<file path="src/rtl/cpu_pkg.sv">
// cpu_pkg: shared definitions for the 8-bit RISC CPU sequencer.
//   - opcode constants, instruction field bit positions
//   - sequencer state encoding
//   - default reset PC
package cpu_pkg;

  localparam logic [7:0] RESET_PC_DEFAULT = 8'h00;

  localparam logic [2:0] OP_ADD  = 3'b000;
  localparam logic [2:0] OP_SUB  = 3'b001;
  localparam logic [2:0] OP_AND  = 3'b010;
  localparam logic [2:0] OP_OR   = 3'b011;
  localparam logic [2:0] OP_MOV  = 3'b100;
  localparam logic [2:0] OP_NOP1 = 3'b101;
  localparam logic [2:0] OP_NOP2 = 3'b110;
  localparam logic [2:0] OP_HALT = 3'b111;

  // Instruction word layout: [15:13] opcode, [12] imm flag, [11:10] rd,
  // [9:8] rs, [7:0] imm8.
  localparam int OPC_MSB  = 15;
  localparam int OPC_LSB  = 13;
  localparam int IMM_FLAG = 12;
  localparam int RD_MSB   = 11;
  localparam int RD_LSB   = 10;
  localparam int RS_MSB   = 9;
  localparam int RS_LSB   = 8;
  localparam int IMM_MSB  = 7;
  localparam int IMM_LSB  = 0;

  typedef enum logic [1:0] {
    ST_FETCH = 2'b00,
    ST_EXEC  = 2'b01,
    ST_WB    = 2'b10,
    ST_HALT  = 2'b11
  } state_t;

  // Opcodes 000..100 go through the ALU and produce a register write.
  function automatic logic is_alu_op(input logic [2:0] op);
    return (op <= OP_MOV);
  endfunction

endpackage

</file>
<file path="src/rtl/regfile4x8.sv">
// regfile4x8: four 8-bit registers, two asynchronous read ports and one
// synchronous write port; all registers clear on synchronous reset.
// Ports:
//   clk, rst              clock, synchronous active-high reset
//   i_we/i_waddr/i_wdata  write port (takes effect at the rising edge)
//   i_raddr_a/o_rdata_a   read port A (combinational)
//   i_raddr_b/o_rdata_b   read port B (combinational)
module regfile4x8 (
  input  logic       clk,
  input  logic       rst,
  input  logic       i_we,
  input  logic [1:0] i_waddr,
  input  logic [7:0] i_wdata,
  input  logic [1:0] i_raddr_a,
  output logic [7:0] o_rdata_a,
  input  logic [1:0] i_raddr_b,
  output logic [7:0] o_rdata_b
);

  logic [7:0] r_mem [4];

  // Register storage: reset clears every entry and has priority over a write.
  always_ff @(posedge clk) begin
    if (rst) begin
      for (int i = 0; i < 4; i++) begin
        r_mem[i] <= 8'h00;
      end
    end else if (i_we) begin
      r_mem[i_waddr] <= i_wdata;
    end
  end

  assign o_rdata_a = r_mem[i_raddr_a];
  assign o_rdata_b = r_mem[i_raddr_b];

endmodule

</file>
<file path="src/rtl/cpu_sequencer.sv">
// cpu_sequencer: multi-cycle FETCH / EXEC / WB controller of the 8-bit CPU.
// Fetches 16-bit instructions over a req/ack handshake, owns the 4x8
// register file, drives the external combinational ALU and writes its
// result back.
// Ports:
//   clk, rst                          clock, synchronous active-high reset
//   imem_req/imem_addr                fetch request and address (= PC)
//   imem_ack/imem_rdata               fetch completion and instruction word
//   alu_opcode/alu_op1/alu_op2        ALU inputs (meaningful in EXEC)
//   alu_result                        ALU output
//   wb_valid/wb_rd/wb_data            register write of the current cycle
//   halted                            core stopped by HALT
//   pc                                current program counter
module cpu_sequencer
  import cpu_pkg::*;
#(
  parameter logic [7:0] RESET_PC = RESET_PC_DEFAULT
) (
  input  logic        clk,
  input  logic        rst,
  output logic        imem_req,
  output logic [7:0]  imem_addr,
  input  logic        imem_ack,
  input  logic [15:0] imem_rdata,
  output logic [2:0]  alu_opcode,
  output logic [7:0]  alu_op1,
  output logic [7:0]  alu_op2,
  input  logic [7:0]  alu_result,
  output logic        wb_valid,
  output logic [1:0]  wb_rd,
  output logic [7:0]  wb_data,
  output logic        halted,
  output logic [7:0]  pc
);

  state_t      r_state;
  state_t      w_next_state;
  logic [7:0]  r_pc;
  logic [15:0] r_ir;
  logic [7:0]  r_result;

  logic        w_fetch_take;
  logic        w_capture;
  logic        w_wb_we;

  logic [2:0]  w_opcode;
  logic        w_imm_flag;
  logic [1:0]  w_rd;
  logic [1:0]  w_rs;
  logic [7:0]  w_imm8;
  logic [7:0]  w_rd_val;
  logic [7:0]  w_rs_val;

  assign w_opcode   = r_ir[OPC_MSB:OPC_LSB];
  assign w_imm_flag = r_ir[IMM_FLAG];
  assign w_rd       = r_ir[RD_MSB:RD_LSB];
  assign w_rs       = r_ir[RS_MSB:RS_LSB];
  assign w_imm8     = r_ir[IMM_MSB:IMM_LSB];

  regfile4x8 u_regfile (
    .clk       (clk),
    .rst       (rst),
    .i_we      (w_wb_we),
    .i_waddr   (w_rd),
    .i_wdata   (r_result),
    .i_raddr_a (w_rd),
    .o_rdata_a (w_rd_val),
    .i_raddr_b (w_rs),
    .o_rdata_b (w_rs_val)
  );

  // ALU inputs follow IR and the register file in every state.
  assign alu_opcode = w_opcode;
  assign alu_op1    = w_rd_val;
  assign alu_op2    = w_imm_flag ? w_imm8 : w_rs_val;

  assign imem_addr  = r_pc;
  assign pc         = r_pc;
  assign wb_valid   = w_wb_we;
  assign wb_rd      = w_rd;
  assign wb_data    = r_result;

  // Next-state and per-state control decode.
  always_comb begin
    w_next_state = r_state;
    w_fetch_take = 1'b0;
    w_capture    = 1'b0;
    w_wb_we      = 1'b0;
    imem_req     = 1'b0;
    halted       = 1'b0;
    case (r_state)
      ST_FETCH: begin
        imem_req = 1'b1;
        if (imem_ack) begin
          w_fetch_take = 1'b1;
          w_next_state = ST_EXEC;
        end else begin
          w_next_state = ST_FETCH;
        end
      end
      ST_EXEC: begin
        if (is_alu_op(w_opcode)) begin
          w_capture    = 1'b1;
          w_next_state = ST_WB;
        end else if (w_opcode == OP_HALT) begin
          w_next_state = ST_HALT;
        end else begin
          w_next_state = ST_FETCH;
        end
      end
      ST_WB: begin
        w_wb_we      = 1'b1;
        w_next_state = ST_FETCH;
      end
      ST_HALT: begin
        halted       = 1'b1;
        w_next_state = ST_HALT;
      end
      default: begin
        w_next_state = ST_FETCH;
      end
    endcase
  end

  // State, PC, IR and result register; reset overrides everything.
  always_ff @(posedge clk) begin
    if (rst) begin
      r_state  <= ST_FETCH;
      r_pc     <= RESET_PC;
      r_ir     <= 16'h0000;
      r_result <= 8'h00;
    end else begin
      r_state <= w_next_state;
      if (w_fetch_take) begin
        r_ir <= imem_rdata;
        r_pc <= r_pc + 8'd1;
      end
      if (w_capture) begin
        r_result <= alu_result;
      end
    end
  end

endmodule

</file>
<file path="config.mk">
export PLATFORM = sky130hd
export DESIGN_NAME = cpu_sequencer
export DESIGN_NICKNAME = d
export VERILOG_FILES = /design/src/rtl/cpu_pkg.sv /design/src/rtl/regfile4x8.sv /design/src/rtl/cpu_sequencer.sv
export SDC_FILE = /design/constraint.sdc
export NUM_CORES = 1
export LEC_CHECK = 0
export BUFFER_PORTS_ARGS = -buffer_cell sky130_fd_sc_hd__buf_4
export CAP_MARGIN = 30
export CORE_ASPECT_RATIO = 2
export CORE_MARGIN = 2
export CORE_UTILIZATION = 48
export DETAILED_ROUTE_END_ITERATION = 7
export GPL_TIMING_DRIVEN = 0
export PLACE_DENSITY = 0.72
export SLEW_MARGIN = 20
export SYNTH_ARGS = -nofsm -noshare
export SYNTH_HDL_FRONTEND = slang
export SYNTH_SLANG_ARGS = --single-unit
</file>
<file path="constraint.sdc">
create_clock -name clk -period 5.1 [get_ports clk]
set_input_delay 1.275 -clock clk [delete_from_list [all_inputs] [get_ports clk]]
set_output_delay 1.275 -clock clk [all_outputs]
set_load 0.05 [all_outputs]
</file>
### Word-level counts from Yosys, hierarchy flattened

Memory sizes are Yosys's and may differ from the RTL's. A register that Yosys moved wholly into a read port is not among the register bits.
Index checks and enable logic that the tools add are counted.

| storage, ports and cells | value |
|---|---|
| register bits after elaboration | 34 |
| output and inout port bits | 48 |
| logic and storage cells | 37 |
| memory bits (read-only) | 0 |
| memories kept | 1 |
| RAM bits | 32 |
| bits in latches | 0 |

| cells by class | value |
|---|---|
| $add $sub $neg | 1 |
| bitwise gates (word level) | 0 |
| multiply operators | 0 |
| multiplexer cells | 24 |
| div/mod/pow operators | 0 |
| shift operators | 0 |
| eq/ne operators | 4 |
| reductions and logical operators | 2 |
| magnitude comparators | 1 |

Memories:

| name | depth | bits a word | rd ports | clocked after memory_dff | wr ports | RTL line | text |
|---|---|---|---|---|---|---|---|
| u_regfile.r_mem | 4 | 8 | 2 | 2 | 4 | regfile4x8.sv:20 | `logic [7:0] r_mem [4];` |

Operator list:

| operator | number |
|---|---|
| $mux 8 | 2 |
| $mux 1 | 14 |
| $mux 2 | 7 |
| $add 8x1->8 const B | 1 |
| $pmux 2 s4 | 1 |
| $reduce_or 8->1 | 1 |
| $eq 2x2->1 const B | 2 |
| $eq 3x3->1 const B | 1 |
| $le 3x3->1 const B | 1 |
| $eq 2x1->1 const B | 1 |
| $logic_not 2->1 | 1 |

### Depth between registers and ports, before layout

| logic depth | value |
|---|---|
| word-level depth | 7 |
| mapped depth | 6 |
| mapped depth without buffers | 4 |

### By module

A second synthesis with hierarchy kept.

| second synthesis, totals | value |
|---|---|
| cell total of the unflattened synthesis | 279 |
| area, all modules | 3,183.1 µm² |

By module, submodules not included:

| module | cells each | area each (µm²) | sequential area each (µm²) | instances |
|---|---|---|---|---|
| regfile4x8 | 95 | 1,654.1 | 960.9 | 1 |
| cpu_sequencer | 184 | 1,529.0 | 680.7 | 1 |

### Worst setup path before layout

No wires, ideal clock.

| path | value |
|---|---|
| kind | register -> output |
| start | register (tool-made name) |
| end | output port alu_op1[0] |
| arrival time | 1.437 ns |
| data required time | 3.825 ns |
| setup slack | 2.388 ns |
| stages on the path, launching flop included | 3 |
| path through | dfxtp_1 > clkbuf_1 > mux4_2 |

RTL lines:

| item | RTL line | text |
|---|---|---|
| end, declared | cpu_sequencer.sv:26 | `output logic [7:0] alu_op1,` |

==> PnR_summary.wiki <==
{| class="wikitable"
! Metric !! Value
|-
| Maximum single-stage delay on the critical path || around 0.60 ns
|-
| Synth top cells by count || 38 x dfxtp_1, 35 x nand2_1, 33 x and2_1
|-
| Global-route met2 utilization || 39.6%
|-
| Worst Clk Skew || around 0.0059 ns
|-
| Global-route wire length before repair || 11,600 um
|-
| Placer's final routability congestion estimate || 0.739
|-
| DIE AREA || 7430 sq um
|-
| Vias in the first global route || about 2,400
|-
| Clock tree sinks || 70
|-
| Fraction of final layout cells with drive strength greater than 1 || 35.6%
|-
| Estimated wirelength of the detail-placed design || 5740 um
|-
| Area of the mapped netlist || 3220 sq um
|-
| Initial DRC Count || 53
|-
| P per Cell Area || between 300 and 400 nW/um^2
|-
| Final std cell area, no fill || 4150 sq um
|-
| Area growth from synthesis to final layout || 28.8%
|-
| Leftover overflow at the end of global routing || 0
|-
| Pin count of the biggest net entering global routing || 12
|-
| Seq/Total Area, Yosys || roughly 53%
|-
| Number of nets in the synthesized netlist || ~310
|-
| Most area-consuming cells after synthesis || edfxtp_1 30%, dfxtp_1 24%, mux4_2 11%
|-
| Avg Vias per Cell || just over 5
|-
| Worst voltage drop across the vdd grid || 0.215 mV
|-
| Fill count || between 500 and 600
|-
| RSZ-0062 raised after global routing || false
|-
| Final setup violation count || 0
|-
| Core area || ~6600 sq um
|-
| Total detailed-routing wirelength || approximately 7500 um
|-
| Hold-fix buffers, CTS || 0
|-
| Netlist cell types || 33
|-
| # nets final || about 400
|-
| Global-route layer with the greatest usage || met2
|-
| Vertical die dimension || 120 um
|-
| M1 GR Usage || ~22%
|-
| Initial standard-cell utilization of the core || around half
|-
| Final worst path period share || 63.9%
|-
| Clock insertion delay at the later pin of the skew report || around 0.33 ns
|-
| Routed length per placed instance || 16.2 um
|-
| Post-route antenna net violation count || 0
|-
| Leakage power figure || ~1.7 nW
|-
| Global-route met3 utilization || ~5.7%
|-
| Top achievable clock speed || roughly 300 MHz
|-
| Cell Chain, Critical Path || buf_2, mux4_2, mux2_2, buf_4
|-
| Avg Inst Size Synth || 11.3 sq um
|-
| # rows || 42
|-
| Worst-path maximum fanout || 8
|-
| TritonCTS Buffers || 9
|-
| Number of flops mapped to enable cells by yosys || 32
|-
| Ys flop type || dfxtp_1
|-
| Worst hold path class || reg2reg
|-
| Resize count post-CTS || 0
|-
| Slowest cell on the critical path || mux4_2
|-
| Instance area after placement || just under 4000 sq um
|-
| Data arrival time of the critical path || just under 2 ns
|-
| Synth warnings || 0
|-
| Count of pins on the block boundary || 75
|-
| Cell count after synthesis || around 280
|-
| Cell type with the largest total area after synthesis || edfxtp_1
|-
| N_diodes || 0
|-
| Drc violations || 0
|-
| Clock root buffer || clkbuf_16
|-
| Most frequent cell after synthesis || dfxtp_1
|-
| Time the worst path needs with I/O delays and setup || about 3.3 ns
|-
| Aggregate negative setup slack || 0 ns
|-
| Synthesized flop and latch total || 70
|-
| Worst slew pin tran || around 0.85 ns
|-
| Post-synth top area share || between 20 and 30%
|-
| Count of buffers from port buffering || 74
|-
| Die W || approximately 62 um
|-
| Antenna violations before repair || 0
|-
| Number of setup buffers added after CTS || 0
|-
| Class of the most critical setup path || reg2out
|-
| Number of maximum-capacitance violations || 0
|-
| Final Hold Vio Count || 0
|-
| Relative slew slack || 43.2%
|-
| Critical Path End Type || output pin
|-
| TritonCTS clock tree || built
|-
| Req. time, crit path || around 3.8 ns
|-
| Via Count || between 2,000 and 2,500
|-
| Status || finished clean
|-
| First-pass iteration count of the detailed router || 4
|-
| Design Power || about 1.4 mW
|-
| Critical path launch point type || register
|-
| Clock edge transition at the registers on the reported setup and hold paths || 0.05 ns
|-
| Final Slew Violations || 0
|-
| Share of flip-flops with an asynchronous set or reset || 0%
|-
| Deepest level of the CTS H-tree || 3
|-
| Total track usage || 22.3%
|-
| Clock Path Buffers || 2
|}
-- power breakdown --
part | leakage (nW) | switching (mW) | total [mW] | internal [mW]
clock network | 0.131 | 0.209 | 0.550 | 0.341
logic | 0.885 | 0.153 | 0.245 | 0.0919
registers | 0.641 | 0.0195 | 0.632 | 0.612
-- flip-flops by register name, summed over array words and instances, names as in the netlist, named ones only --
| signal | flops |
|---|---|
| u_regfile.r_mem | 32 |
| wb_data | 8 |
| r_state | 2 |
| imem_addr | 8 |
| r_ir | 16 |
-- routing by layer --
layer	share of wire (%)	vias to the layer above
met1	34	1154
met4	2.3	0
met2	60	62
met5	0	-
li1	-	1174
met3	3.5	11
-- worst max-delay path, delay by kind of cell (launching register included) --
family   cells  cell delay [ns]
flops        1             0.30
buf+inv      2             0.47
mux          2             0.89
-- cells by family after synthesis --
family / count (synthesis) / share of synthesized area (%)
simple gates: 103 / 17.5
flops: 70 / 53.4
fa+ha+maj: 1 / 0.388
compound gates: 50 / 8.19
mux: 24 / 14.0
buf+inv: 34 / 6.02
xor+xnor: 2 / 0.544
-- metrics by stage --
step	util, %	hold slack [ns]	worst slack [ns]	instances
4_1_cts	63.2	0.455	1.80	462
3_3_place_gp	59.2	0.438	1.74	446
5_1_grt	63.2	0.475	1.73	462
6_report	63.2	0.453	1.84	462
2_1_floorplan	-	0.433	2.39	284
3_5_place_dp	59.2	0.448	1.70	446
-- cell usage in the layout (no fill, tap or decap), types with 2 or more instances in the layout --
master     synthesis  layout
nand3_1           11      11
buf_4             13      87
or4_1              3       3
xnor2_1            2       2
edfxtp_1          32      32
nand2_1           35      35
clkbuf_16          0       9
o31ai_1            3       3
or2_2              3       3
clkinv_2           0       2
nor3b_1            4       4
and2_1            33      33
or3_1              3       3
dfxtp_1           38      38
inv_1              2       2
nor2_1             2       2
buf_1              2       2
mux2_2             8       8
nor2b_1            2       2
clkbuf_1          13      17
buf_6              2       2
mux4_2            16      16
a21oi_1           32      32
buf_2              2       2
o21ai_0           12      12
and3b_1            2       2
-- worst paths after layout --
path / slack (ns) / from / depth (start not counted) / endpoint
max: 1.84 / register / 4 / alu_op2[0]
min: 0.45 / r_ir[6] / 2 / r_ir[6]
max reg2reg: 2.63 / r_state[0] / 5 / u_regfile.r_mem[0][6]
min reg2reg: 0.45 / r_ir[6] / 2 / r_ir[6]
-- area by class of cell --
type | instances | area [sq um] | area share [%]
Sequential cell | 70 | 1720 | 41.5
Multi-Input combinational cell | 180 | 1310 | 31.5
Timing Repair Buffer | 74 | 556 | 13.4
Clock buffer | 14 | 254 | 6.12
Buffer | 32 | 186 | 4.49
Tap cell | 88 | 110 | 2.65
Clock inverter | 2 | 10.0 | 0.241
Inverter | 2 | 7.51 | 0.181
No activity file was read; power rests on OpenSTA's default activity.
